[config.mk]
export PLATFORM = sky130hd
export DESIGN_NAME = tdm_frame_mux_flat
export DESIGN_NICKNAME = d
export VERILOG_FILES = /design/src/rtl/tdm_pkg.sv /design/src/rtl/tdm_frame_mux_if.sv /design/src/rtl/tdm_los_wdog.sv /design/src/rtl/tdm_frame_mux.sv /design/src/flat_wrapper.sv
export SDC_FILE = /design/constraint.sdc
export NUM_CORES = 1
export LEC_CHECK = 0
export ABC_AREA = 1
export BUFFER_PORTS_ARGS = -buffer_cell sky130_fd_sc_hd__buf_4
export CORE_AREA = 4 4 299 301
export DETAILED_ROUTE_END_ITERATION = 10
export DIE_AREA = 0 0 303 305
export HOLD_SLACK_MARGIN = 0.06
export PLACE_DENSITY = 0.34
export RECOVER_POWER = 100
export SKIP_CTS_REPAIR_TIMING = 1
export SYNTH_ARGS = -nofsm -noshare
export SYNTH_HDL_FRONTEND = slang
export SYNTH_SLANG_ARGS = --single-unit
[constraint.sdc]
create_clock -name clk -period 7.1 [get_ports clk]
set_input_delay 0.355 -clock clk [delete_from_list [all_inputs] [get_ports clk]]
set_output_delay 0.355 -clock clk [all_outputs]
set_load 0.05 [all_outputs]
[src/rtl/tdm_pkg.sv]
// Shared types and helpers for the TDM frame multiplexer.
// Carries the FSM state encoding, the default parallel frame width and a
// constant-foldable clog2 used to size select and counter fields.
package tdm_pkg;

  localparam int TDM_FRAME_W = 32'sd256;

  typedef enum logic [1:0] {
    PASS = 2'd0,
    PEND = 2'd1,
    MUTE = 2'd2
  } tdm_mux_state_t;

  // Number of bits needed to encode values 0 .. value-1.
  function automatic int clog2(input int value);
    int res;
    int rem;
    res = 32'sd0;
    rem = value - 32'sd1;
    while (rem > 32'sd0) begin
      res = res + 32'sd1;
      rem = rem >>> 1;
    end
    return res;
  endfunction

endpackage

[src/rtl/tdm_frame_mux_if.sv]
// Frame-mux bus: source select, per-source frame strobes/data and the
// forwarded frame plus status. The slave modport is the mux itself; the
// master modport is whatever feeds it and observes the result.
interface tdm_frame_mux_if
  import tdm_pkg::*;
#(
  parameter int NUM_SRC = 2,
  parameter int DATA_W  = TDM_FRAME_W,
  parameter int SEL_W   = clog2(NUM_SRC)
);

  logic [SEL_W-1:0]          sel;
  logic [NUM_SRC-1:0]        srcValid;
  logic [NUM_SRC*DATA_W-1:0] srcData;
  logic                      tdmPdataValidX;
  logic [DATA_W-1:0]         tdmPdataX;
  logic [SEL_W-1:0]          activeSel;
  logic                      switchBusy;
  logic                      los;

  modport master (
    output sel, srcValid, srcData,
    input  tdmPdataValidX, tdmPdataX, activeSel, switchBusy, los
  );

  modport slave (
    input  sel, srcValid, srcData,
    output tdmPdataValidX, tdmPdataX, activeSel, switchBusy, los
  );

endinterface

[src/rtl/tdm_los_wdog.sv]
// Loss-of-signal watchdog for the active frame source.
// Counts clock cycles since the last kick, saturating at LOS_CYCLES; the
// registered los flag is high while the count sits at the limit. A kick or
// clear restarts the count and drops the flag. Only built with
// TDM_MUX_LOS_EN.
module tdm_los_wdog
  import tdm_pkg::*;
#(
  parameter int LOS_CYCLES = 4096
) (
  input  logic clk,
  input  logic rst,
  input  logic kick,
  input  logic clear,
  output logic los
);

  localparam int                CNT_W   = clog2(LOS_CYCLES + 32'sd1);
  localparam logic [CNT_W-1:0]  LIMIT_C = CNT_W'(LOS_CYCLES);
  localparam logic [CNT_W-1:0]  ONE_C   = CNT_W'(1);

  logic [CNT_W-1:0] cnt_r;
  logic             los_r;

  // Silence counter with saturation; flag registered alongside the count.
  always_ff @(posedge clk or posedge rst) begin
    if (rst) begin
      cnt_r <= '0;
      los_r <= 1'b0;
    end else if (kick || clear) begin
      cnt_r <= '0;
      los_r <= 1'b0;
    end else if (cnt_r != LIMIT_C) begin
      cnt_r <= cnt_r + ONE_C;
      los_r <= ((cnt_r + ONE_C) == LIMIT_C);
    end else begin
      cnt_r <= cnt_r;
      los_r <= 1'b1;
    end
  end

  assign los = los_r;

endmodule

[src/rtl/tdm_frame_mux.sv]
// N-way frame-aligned selector for parallel TDM frames.
// A source switch is armed by sel and completes only on a frame strobe from
// the new source, so frames are never torn; the old source keeps streaming
// untouched until then. The first MUTE_FRAMES frames after completion are
// forwarded as zero data to avoid audible pops.
// Optional feature: define TDM_MUX_LOS_EN to build the loss-of-signal
// watchdog (tdm_los_wdog); without it los is tied low.
module tdm_frame_mux
  import tdm_pkg::*;
#(
  parameter int NUM_SRC     = 2,
  parameter int DATA_W      = TDM_FRAME_W,
  parameter int MUTE_FRAMES = 4,
  parameter int RESET_SEL   = 0,
  parameter int LOS_CYCLES  = 4096
) (
  input  logic         clk,
  input  logic         rst,
  tdm_frame_mux_if.slave bus
);

  localparam int SEL_W  = clog2(NUM_SRC);
  localparam int MUTE_W = (clog2(MUTE_FRAMES + 32'sd1) < 32'sd1) ? 32'sd1
                                                                : clog2(MUTE_FRAMES + 32'sd1);

  localparam logic [SEL_W-1:0]  RESET_SEL_C   = SEL_W'(RESET_SEL);
  localparam logic [SEL_W:0]    NUM_SRC_C     = (SEL_W + 1)'(NUM_SRC);
  localparam logic [MUTE_W-1:0] MUTE_RELOAD_C = (MUTE_FRAMES > 32'sd0) ? MUTE_W'(MUTE_FRAMES - 32'sd1)
                                                                      : '0;
  localparam logic [MUTE_W-1:0] MUTE_ONE_C    = MUTE_W'(1);

  // Reject parameter sets the datapath cannot represent.
  if ((NUM_SRC < 32'sd2) || (RESET_SEL < 32'sd0) || (RESET_SEL >= NUM_SRC) ||
      (MUTE_FRAMES < 32'sd0) || (LOS_CYCLES < 32'sd1)) begin : g_bad_cfg
    $error("tdm_frame_mux: illegal parameter set");
  end

  tdm_mux_state_t    state_r;
  logic [SEL_W-1:0]  active_sel_r;
  logic [SEL_W-1:0]  target_r;
  logic [MUTE_W-1:0] mute_cnt_r;
  logic              valid_r;
  logic [DATA_W-1:0] data_r;
  logic              busy_r;

  logic [DATA_W-1:0] src_frame_s [NUM_SRC];
  logic              sel_ok_s;
  logic              sel_new_s;
  logic              act_valid_s;
  logic              tgt_valid_s;
  logic [DATA_W-1:0] act_frame_s;
  logic [DATA_W-1:0] tgt_frame_s;
  logic              request_s;
  logic              cancel_s;
  logic              complete_s;

  for (genvar gi = 0; gi < NUM_SRC; gi++) begin : g_split
    assign src_frame_s[gi] = bus.srcData[gi*DATA_W +: DATA_W];
  end

  // Classify this cycle's sel request and pick out active/target frames.
  // A sel change outranks a target strobe in the same cycle.
  always_comb begin
    sel_ok_s    = ({1'b0, bus.sel} < NUM_SRC_C);
    sel_new_s   = sel_ok_s && (bus.sel != active_sel_r);
    act_valid_s = bus.srcValid[active_sel_r];
    tgt_valid_s = bus.srcValid[target_r];
    act_frame_s = src_frame_s[active_sel_r];
    tgt_frame_s = src_frame_s[target_r];
    request_s   = 1'b0;
    cancel_s    = 1'b0;
    complete_s  = 1'b0;
    case (state_r)
      PASS: request_s = sel_new_s;
      PEND: begin
        if (sel_new_s && (bus.sel != target_r)) begin
          request_s = 1'b1;
        end else if (sel_ok_s && (bus.sel == active_sel_r)) begin
          cancel_s = 1'b1;
        end else begin
          complete_s = tgt_valid_s;
        end
      end
      MUTE:    request_s = sel_new_s;
      default: request_s = 1'b0;
    endcase
  end

  // Switch FSM with registered frame output and busy flag.
  always_ff @(posedge clk or posedge rst) begin
    if (rst) begin
      state_r      <= PASS;
      active_sel_r <= RESET_SEL_C;
      target_r     <= RESET_SEL_C;
      mute_cnt_r   <= '0;
      valid_r      <= 1'b0;
      data_r       <= '0;
      busy_r       <= 1'b0;
    end else begin
      valid_r <= 1'b0;
      case (state_r)
        PASS: begin
          if (act_valid_s) begin
            valid_r <= 1'b1;
            data_r  <= act_frame_s;
          end
          if (request_s) begin
            target_r <= bus.sel;
            state_r  <= PEND;
            busy_r   <= 1'b1;
          end
        end
        PEND: begin
          if (complete_s) begin
            // Only the new source's frame goes out on the completing cycle.
            active_sel_r <= target_r;
            valid_r      <= 1'b1;
            if (MUTE_FRAMES == 32'sd0) begin
              data_r  <= tgt_frame_s;
              state_r <= PASS;
              busy_r  <= 1'b0;
            end else begin
              data_r     <= '0;
              mute_cnt_r <= MUTE_RELOAD_C;
              if (MUTE_RELOAD_C == '0) begin
                state_r <= PASS;
                busy_r  <= 1'b0;
              end else begin
                state_r <= MUTE;
                busy_r  <= 1'b1;
              end
            end
          end else begin
            if (act_valid_s) begin
              valid_r <= 1'b1;
              data_r  <= act_frame_s;
            end
            if (request_s) begin
              target_r <= bus.sel;
            end
            if (cancel_s) begin
              state_r <= PASS;
              busy_r  <= 1'b0;
            end
          end
        end
        MUTE: begin
          if (request_s) begin
            // Abandon the current mute window; the next switch mutes anew.
            target_r   <= bus.sel;
            state_r    <= PEND;
            mute_cnt_r <= '0;
            busy_r     <= 1'b1;
            if (act_valid_s) begin
              valid_r <= 1'b1;
              data_r  <= act_frame_s;
            end
          end else if (act_valid_s) begin
            valid_r <= 1'b1;
            data_r  <= '0;
            if (mute_cnt_r <= MUTE_ONE_C) begin
              mute_cnt_r <= '0;
              state_r    <= PASS;
              busy_r     <= 1'b0;
            end else begin
              mute_cnt_r <= mute_cnt_r - MUTE_ONE_C;
            end
          end else begin
            mute_cnt_r <= mute_cnt_r;
          end
        end
        default: begin
          state_r    <= PASS;
          mute_cnt_r <= '0;
          busy_r     <= 1'b0;
        end
      endcase
    end
  end

  assign bus.tdmPdataValidX = valid_r;
  assign bus.tdmPdataX      = data_r;
  assign bus.activeSel      = active_sel_r;
  assign bus.switchBusy     = busy_r;

`ifdef TDM_MUX_LOS_EN
  logic los_s;

  tdm_los_wdog #(
    .LOS_CYCLES (LOS_CYCLES)
  ) u_los_wdog (
    .clk   (clk),
    .rst   (rst),
    .kick  (act_valid_s),
    .clear (complete_s),
    .los   (los_s)
  );

  assign bus.los = los_s;
`else
  assign bus.los = 1'b0;
`endif

endmodule
[src/flat_wrapper.sv]
// flat-port wrapper written by rule: the top's interface ports become plain ports
module tdm_frame_mux_flat import tdm_pkg::*;
#(
  parameter int NUM_SRC     = 2,
  parameter int DATA_W      = TDM_FRAME_W,
  parameter int MUTE_FRAMES = 4,
  parameter int RESET_SEL   = 0,
  parameter int LOS_CYCLES  = 4096
)
  (clk, rst, bus_sel, bus_srcValid, bus_srcData, bus_tdmPdataValidX, bus_tdmPdataX, bus_activeSel, bus_switchBusy, bus_los);
  tdm_frame_mux_if #(.NUM_SRC(NUM_SRC), .DATA_W(DATA_W)) bus_i ();
  input  logic clk;
  input  logic rst;
  input wire logic [$bits(bus_i.sel)-1:0] bus_sel;
  input wire logic [$bits(bus_i.srcValid)-1:0] bus_srcValid;
  input wire logic [$bits(bus_i.srcData)-1:0] bus_srcData;
  output wire logic [$bits(bus_i.tdmPdataValidX)-1:0] bus_tdmPdataValidX;
  output wire logic [$bits(bus_i.tdmPdataX)-1:0] bus_tdmPdataX;
  output wire logic [$bits(bus_i.activeSel)-1:0] bus_activeSel;
  output wire logic [$bits(bus_i.switchBusy)-1:0] bus_switchBusy;
  output wire logic [$bits(bus_i.los)-1:0] bus_los;
  assign bus_i.sel = bus_sel;
  assign bus_i.srcValid = bus_srcValid;
  assign bus_i.srcData = bus_srcData;
  assign bus_tdmPdataValidX = bus_i.tdmPdataValidX;
  assign bus_tdmPdataX = bus_i.tdmPdataX;
  assign bus_activeSel = bus_i.activeSel;
  assign bus_switchBusy = bus_i.switchBusy;
  assign bus_los = bus_i.los;
  tdm_frame_mux #(.NUM_SRC(NUM_SRC), .DATA_W(DATA_W), .MUTE_FRAMES(MUTE_FRAMES), .RESET_SEL(RESET_SEL), .LOS_CYCLES(LOS_CYCLES)) u_core (.clk(clk), .rst(rst), .bus(bus_i));
endmodule
Word-level counts from Yosys, hierarchy flattened
Cells that the tools add are included.

Add/subtract/negate cells: 1. Magnitude comparators: 4. Equality and inequality tests: 11. Mux-type cells: 45. Bitwise gates (word level): 2. Reduce and logical (&&, ||, !) cells: 10.

Operators with widths (count): $mux 256 (7); $pmux 256 s3 (1); $mux 1 (21); $mux 2 (6); $mux 3 (4); $ne 3x1->1 const B (3); $pmux 3 s3 (1); $pmux 1 s2 (3); $pmux 2 s3 (1); $reduce_and 2->1 (3); $lt 1x2->1 const B (2); $ne 2x1->1 const B (2); $reduce_and 4->1 (1); $le 3x1->1 const B (1); $pmux 1 s3 (1); $reduce_and 3->1 (1); $reduce_bool 3->1 (1); $sub 3x1->3 const B (1); $eq 2x1->1 const B (1); $eq 2x2->1 const B (1); $ge 2x2->1 const B (1); $logic_not 2->1 (1); $ne 1x1->1 (2); $ne 2x2->1 const B (1); 6 further kinds (6).

Register bits after elaboration: 265. Bits of input ports: 517. Output and inout port bits: 260. Word-level logic and storage cells: 80.

Depth between registers and ports, before layout
Gate-level depths: netlist of run 1.

Word-level depth: 7. Gate-level depth with buffers: 14. Depth with buffers taken out: 12.

Worst setup path after synthesis of run 1
Ideal clock, no wire load.

Path kind: flip-flop to flip-flop. Start point: register u_core.active_sel_r, in the netlist u_core.bus.activeSel. End point: register u_core.data_r[0], in the netlist u_core.bus.tdmPdataX[0]. Setup time: 122 ps. Data arrival time: 1873 ps. Required time: 6978 ps. Slack: 5105 ps. Stages on the path, launching flop included: 15. Path buffers: 3. Clock period less this slack: 1995 ps. Cell sequence: dfrtp_1 -> buf_4 -> inv_2 -> nand2_2 -> nand2_2 -> nand2_1 -> nand2_1 -> nand3_1 -> nand2_1 -> inv_2 -> nand3_2 -> inv_2 -> buf_6 -> buf_4 -> nor2_1.

Cells in the longest elaborated chain, start to end: 7.

RTL lines: from (decl) (RTL line tdm_frame_mux.sv:39) `logic [SEL_W-1:0] active_sel_r;`; from (signal assigned) (RTL line tdm_frame_mux.sv:116) `active_sel_r <= target_r;`; $not 1->2 (not written as such) (RTL line tdm_frame_mux.sv:68) `act_frame_s = src_frame_s[active_sel_r];`; $mux 256 (not written as such) (3 in a row) (RTL line tdm_frame_mux.sv:68); $mux 256 (RTL line tdm_frame_mux.sv:103, tdm_frame_mux.sv:134, tdm_frame_mux.sv:154); $mux 256, on equally long branches (RTL line tdm_frame_mux.sv:148, tdm_frame_mux.sv:114); $pmux 256 s3 (RTL line tdm_frame_mux.sv:101) `case (state_r)`; to (signal assigned) (RTL line tdm_frame_mux.sv:105) `data_r <= act_frame_s;`; to (signal assigned) (RTL line tdm_frame_mux.sv:136) `data_r <= act_frame_s;`; to (signal assigned) (RTL line tdm_frame_mux.sv:156) `data_r <= act_frame_s;`; to (decl) (RTL line tdm_frame_mux.sv:43) `logic [DATA_W-1:0] data_r;`.

Parallel ways exist; a longest one is shown, timed or not. The select of a mux whose other input is x is not followed. A chain may end at the register's enable or synchronous reset.

Final worst setup path of run 1
Start point: register u_core.active_sel_r, in the netlist u_core.bus.activeSel. End point: register u_core.data_r[10], in the netlist u_core.bus.tdmPdataX[10].

Same word-level chain as after synthesis.

==> results of run 1 <==
[state kept, by name (all words and copies together) (netlist names)]
register	count
u_core.bus.tdmPdataValidX	1
u_core.target_r	1
u_core.mute_cnt_r	3
u_core.bus.activeSel	1
u_core.bus.tdmPdataX	256
u_core.bus.switchBusy	1
u_core.state_r	2
[worst max path at each step]
stage | depth (start not counted) | startpoint | endpoint | slack (ns)
floorplan | 1 | rst | u_core.bus.activeSel | 3.25
global placement | 11 | u_core.bus.activeSel | u_core.bus.tdmPdataX[22] | 3.28
detailed placement | 11 | u_core.bus.activeSel | u_core.bus.tdmPdataX[22] | 3.23
CTS | 11 | u_core.bus.activeSel | u_core.bus.tdmPdataX[22] | 3.22
global route | 10 | u_core.bus.activeSel | u_core.bus.tdmPdataX[84] | 1.51
finish | 6 | u_core.bus.activeSel | u_core.bus.tdmPdataX[10] | 2.18
[cell usage in the layout, fill, tap and decap left out, types with 4 or more instances in the layout]
master and instances:
or2_2 171, clkinv_2 8, o21ai_0 150, nand2_1 725
nand3_1 5, clkbuf_2 4, clkbuf_8 10, clkbuf_16 39
buf_4 524, ha_1 7, o21ai_1 29, nor2_1 603
dfrtp_1 265, clkbuf_1 267, inv_1 18
[critical path, cell delays in order (launching register included)]
cell      delay [ns]
dfrtp_1         1.21
clkbuf_1        1.83
buf_4           0.96
nor2_1          0.26
o21ai_0         0.27
o21ai_0         0.12
nor2_1          0.12
[logic make-up after synthesis]
group           after synthesis  synth area share
compound gates              182            0.0627
xor+xnor                      1          0.000603
fa+ha+maj                     7           0.00603
buf+inv                     161            0.0515
flops                       265             0.457
other cells                   1          0.000258
simple gates               1509             0.422
[report_power, final]
group	internal [mW]	switching (mW)
clock	1.22	0.762
combinational	1.87	5.99
sequential	2.31	0.398
[area by class of cell]
type	instances	area (µm²)
clock buffer	56	1140
sequential	265	6630
inverter	21	92.6
antenna	2	5.00
multi-input combinational	1700	7140
fill	9918	65000
clock inverter	12	139
tap	1155	1450
timing repair buffer	791	4980
[routing by layer]
metal | GRT usage | vias up | wire [µm]
li1 | - | 7852 | -
met3 | 0.0337 | 100 | 4660
met2 | 0.270 | 453 | 37200
met4 | 0.0468 | 2 | 2230
met5 | 0 | - | 13
met1 | 0.173 | 7341 | 28500
==> results_dict.tcl, run 1 <==
set metrics [dict create \
    gp_congestion 0.860 \
    grt_pass1_vias 16400 \
    syn_avg_cell_area_um2 6.83 \
    startpoint_type "flop" \
    finalCriticalPeriod_ns 4.92 \
    syn_area_um2 14500 \
    globalRoute.totalOverflow 0 \
    async_flop_share 1.00 \
    hold_ws_ns 0.144 \
    syn_to_final_growth_pct 48.5 \
    ant_nets 0 \
    nets 3340 \
    maxCapViolations 6 \
    layout-drive-gt1-share 0.270 \
    grt_pass1_wl_um 105000 \
    clk_pin_slew_ns 0.06 \
    wl_per_cell_um 18.2 \
    finalWirelength_um 72700 \
    timing.fmax_mhz 203 \
    synth_nets 2650 \
    yosysSeqAreaShare 0.457 \
    io-pin-count 777 \
    slew_violations 431 \
    drt_iter0_markers 1034 \
    end_kind "flop" \
    synth_cell_types 22 \
    setup_violations 0 \
    rsz0062_at_grt "no" \
    tightest_slew_ns 3.53 \
    synth_seq_cells 265 \
    finalClockSkew_ns 0.0144 \
    hold_viol 0 \
    clk_latency_ns 0.55 \
    cts_tree "yes" \
    synth_area_leaders "dfrtp_1, nand2_1, nor2_1" \
    synthFlopType "dfrtp_1" \
    grt_max_degree 206 \
    stdcell_area_um2 21600 \
    fp-row-count 108 \
    r2r_end "u_core.bus.tdmPdataX[10]" \
    root_buffer "clkbuf_16" \
    place_ws_ns 3.23 \
    place_area_um2 21300 \
    synth_edf_count 0 \
    power.density_nw_per_um2 582 \
    clock_path_buffers 3 \
    yosysMostFrequentCell "nand2_1" \
    hold_class "in2reg" \
    crit_type "reg2reg" \
    grt_util_all_layers 0.149 \
    port_buffers 775 \
    clock_sinks 265 \
    finalSetupTns_ns 0 \
    vias_per_cell 3.94 \
    netlist_instances 2126 \
    die_y_um 305 \
    status "finished with violations" \
    violations "max-capacitance violations, max-slew violations" \
    dp_cells 3932 \
    vias 15700 \
    dpl.hpwl_um 53900 \
    drc_errors 0 \
    initial_core_util 0.168 \
    yosysTopAreaCell "dfrtp_1" \
    coreArea_um2 86600 \
    ir_drop_mv 0.225 \
    worst_ep_arrival_time_ns 5.39 \
    crit-reg2reg-launch "u_core.bus.activeSel" \
    ys.warnings.count 0 \
    antenna_found_initial 3 \
    die_x_um 303 \
    postLayoutCoreUtil 0.249 \
    die-area_um2 92400 \
    p_leak_nw 11.2 \
    layout_setup_ws_ns 2.18 \
    synthTopCellsByCount "nand2_1, nor2_1, dfrtp_1" \
    slew_headroom -1.35 \
    required_ns 7.57 \
    r2r_slack_ns 2.18 \
    total_power_mw 12.5 \
    crit_path_max_fanout 86 \
    h-tree-depth 2 \
    rr_worst_depth 6 \
    period_share 0.693 \
    whs_path_depth 5 \
    min_to "u_core.bus.tdmPdataX[142]" \
    dr.pass1.iters 5 \
    numCtsBuffers 37 \
    yosys.area.top_type_share 0.457 \
    layoutNonFillerInstCount 4002 \
    min_from "bus_srcData[142]" \
]
No activity file was read; power rests on OpenSTA's default activity.
==> inputs of run 2 (changes only) <==
==> constraint.sdc (replaced) <==
create_clock -name clk -period 4 [get_ports clk]
set_input_delay 0.2 -clock clk [delete_from_list [all_inputs] [get_ports clk]]
set_output_delay 0.2 -clock clk [all_outputs]
set_load 0.05 [all_outputs]
==> results_dict.tcl, run 2 (synthesized netlist as in run 1, its figures left out) <==
set metrics [dict create \
    clk_latency_ns 0.54 \
    clkPwrFrac 0.153 \
    clock_sinks 265 \
    die_y_um 305 \
    path_delay_family "buffers and inverters" \
    cts_tree "yes" \
    rr_worst_depth 7 \
    ant_nets 0 \
    violations "max-capacitance violations, max-slew violations" \
    finalCriticalPeriod_ns 3.28 \
    grt_pass1_vias 16400 \
    p_sw_frac 0.555 \
    antennaDiodeCount 0 \
    slew_headroom -0.288 \
    die_x_um 303 \
    slowest_delay_ns 0.96 \
    clock_path_buffers 3 \
    r2r_end "u_core.bus.tdmPdataX[196]" \
    drt_iter0_markers 1006 \
    path_depth 7 \
    h-tree-depth 2 \
    root_buffer "clkbuf_16" \
    antenna_found_initial 2 \
    initial_core_util 0.168 \
    io-pin-count 777 \
    dr.pass1.iters 5 \
    final_common_cell "nand2_1" \
    gp_congestion 0.859 \
    layout_common_cells "nand2_1, nor2_1, buf_4" \
    finalSetupTns_ns 0 \
    vias_per_cell 3.96 \
    dpl.hpwl_um 53600 \
    crit_chain "buf_4 > clkbuf_4 > nand2_1 > nand2_1 > dlygate4sd3_1 > nor2_1 > nor2_1" \
    hold_class "in2reg" \
    crit_path_max_fanout 95 \
    layout-drive-gt1-share 0.250 \
    rsz0062_at_grt "no" \
    coreArea_um2 86600 \
    die-area_um2 92400 \
    finalClockSkew_ns 0.0120 \
    period_share 0.820 \
    hold_viol 0 \
    tightest_slew_ns 1.93 \
    globalRoute.totalOverflow 0 \
    crit_type "reg2reg" \
    vias 16700 \
    p_int_mw 10.2 \
    crit-reg2reg-launch "u_core.bus.activeSel" \
    cp_slowest_cell "clkbuf_4" \
    finalWirelength_um 73700 \
    maxCapViolations 3 \
    share_comb_of_total_power 0.638 \
    p_sw_mw 12.8 \
    r2r_slack_ns 0.72 \
    worst_ep_arrival_time_ns 3.75 \
    slew_violations 122 \
    drc_errors 0 \
    port_buffers 775 \
    total_power_mw 23.0 \
    required_ns 4.47 \
    largest_reg_flops 256 \
    startpoint_type "flop" \
    startpoint "u_core.bus.activeSel" \
    power.density_nw_per_um2 962 \
    seqPwrFrac 0.209 \
    timing.fmax_mhz 305 \
    ir_drop_mv 0.706 \
    wl_per_cell_um 17.4 \
    critPathBufInv 3 \
    setup_violations 0 \
    p_leak_nw 12.2 \
    syn_to_final_growth_pct 64.7 \
    setup.worst_path.end "u_core.bus.tdmPdataX[196]" \
    nets 3569 \
    end_kind "flop" \
    clk_pin_slew_ns 0.06 \
    grt_pass1_wl_um 106000 \
    grt_max_degree 171 \
    status "finished with violations" \
    numCtsBuffers 38 \
    fp-row-count 108 \
    grt_util_all_layers 0.150 \
]
## run 2: worst min-delay path by stage
| stage | from | end | cells past startpoint |
|---|---|---|---|
| 2_1_floorplan | bus_sel | u_core.target_r | 2 |
| 3_3_place_gp | rst | u_core.bus.tdmPdataX[126] | 2 |
| 3_5_place_dp | rst | u_core.bus.tdmPdataX[126] | 2 |
| 4_1_cts | rst | u_core.bus.tdmPdataX[128] | 2 |
| 5_1_grt | bus_srcData[350] | u_core.bus.tdmPdataX[94] | 5 |
| 6_report | bus_srcData[160] | u_core.bus.tdmPdataX[160] | 5 |
## run 2: cell type report
cell class | count | area (µm²)
fillers | 9756 | 62700
repair buffers | 1019 | 7310
multi-input cells | 1700 | 7140
flip-flops and latches | 265 | 6640
well taps | 1155 | 1450
clock buffers | 62 | 1180
clock inverters | 7 | 115
inverters | 21 | 92.6
## run 2: power groups by stage
stage	combinational (mW)	sequential, mW	clock, mW
6_report	14.7	4.80	3.53
5_1_grt	16.1	4.99	3.82
4_1_cts	15.5	4.86	3.73
3_5_place_dp	15.4	4.88	0
3_3_place_gp	15.4	4.84	0
2_1_floorplan	5.98	9.18	0
## run 2: layer usage
layer,global-route usage,vias up,share of wire
li1,-,8306,-
met1,0.171,7868,0.39
met2,0.279,463,0.52
met3,0.0317,90,0.059
met4,0.0391,2,0.026
met5,0,-,0.00011
## run 2: through the flow
step | cells | hold slack (ns) | util | area, µm² | setup WS, ns
after floorplan | 2126 | 0.380 | - | 14500 | 0.302
after global placement | 3935 | 0.441 | 0.247 | 21400 | 1.05
after detailed placement | 3935 | 0.436 | 0.247 | 21400 | 1.04
after CTS | 4004 | -0.179 | 0.262 | 22700 | 1.03
after global routing | 4229 | 0.0419 | 0.276 | 23900 | 0.331
final | 4229 | 0.0306 | 0.276 | 23900 | 0.721
## run 2: tightest hold or removal path, cell delays in order
cell	delay, ns
buf_4	0.08
nand2_1	0.04
nand2_1	0.07
nor2_1	0.05
nor2_1	0.09
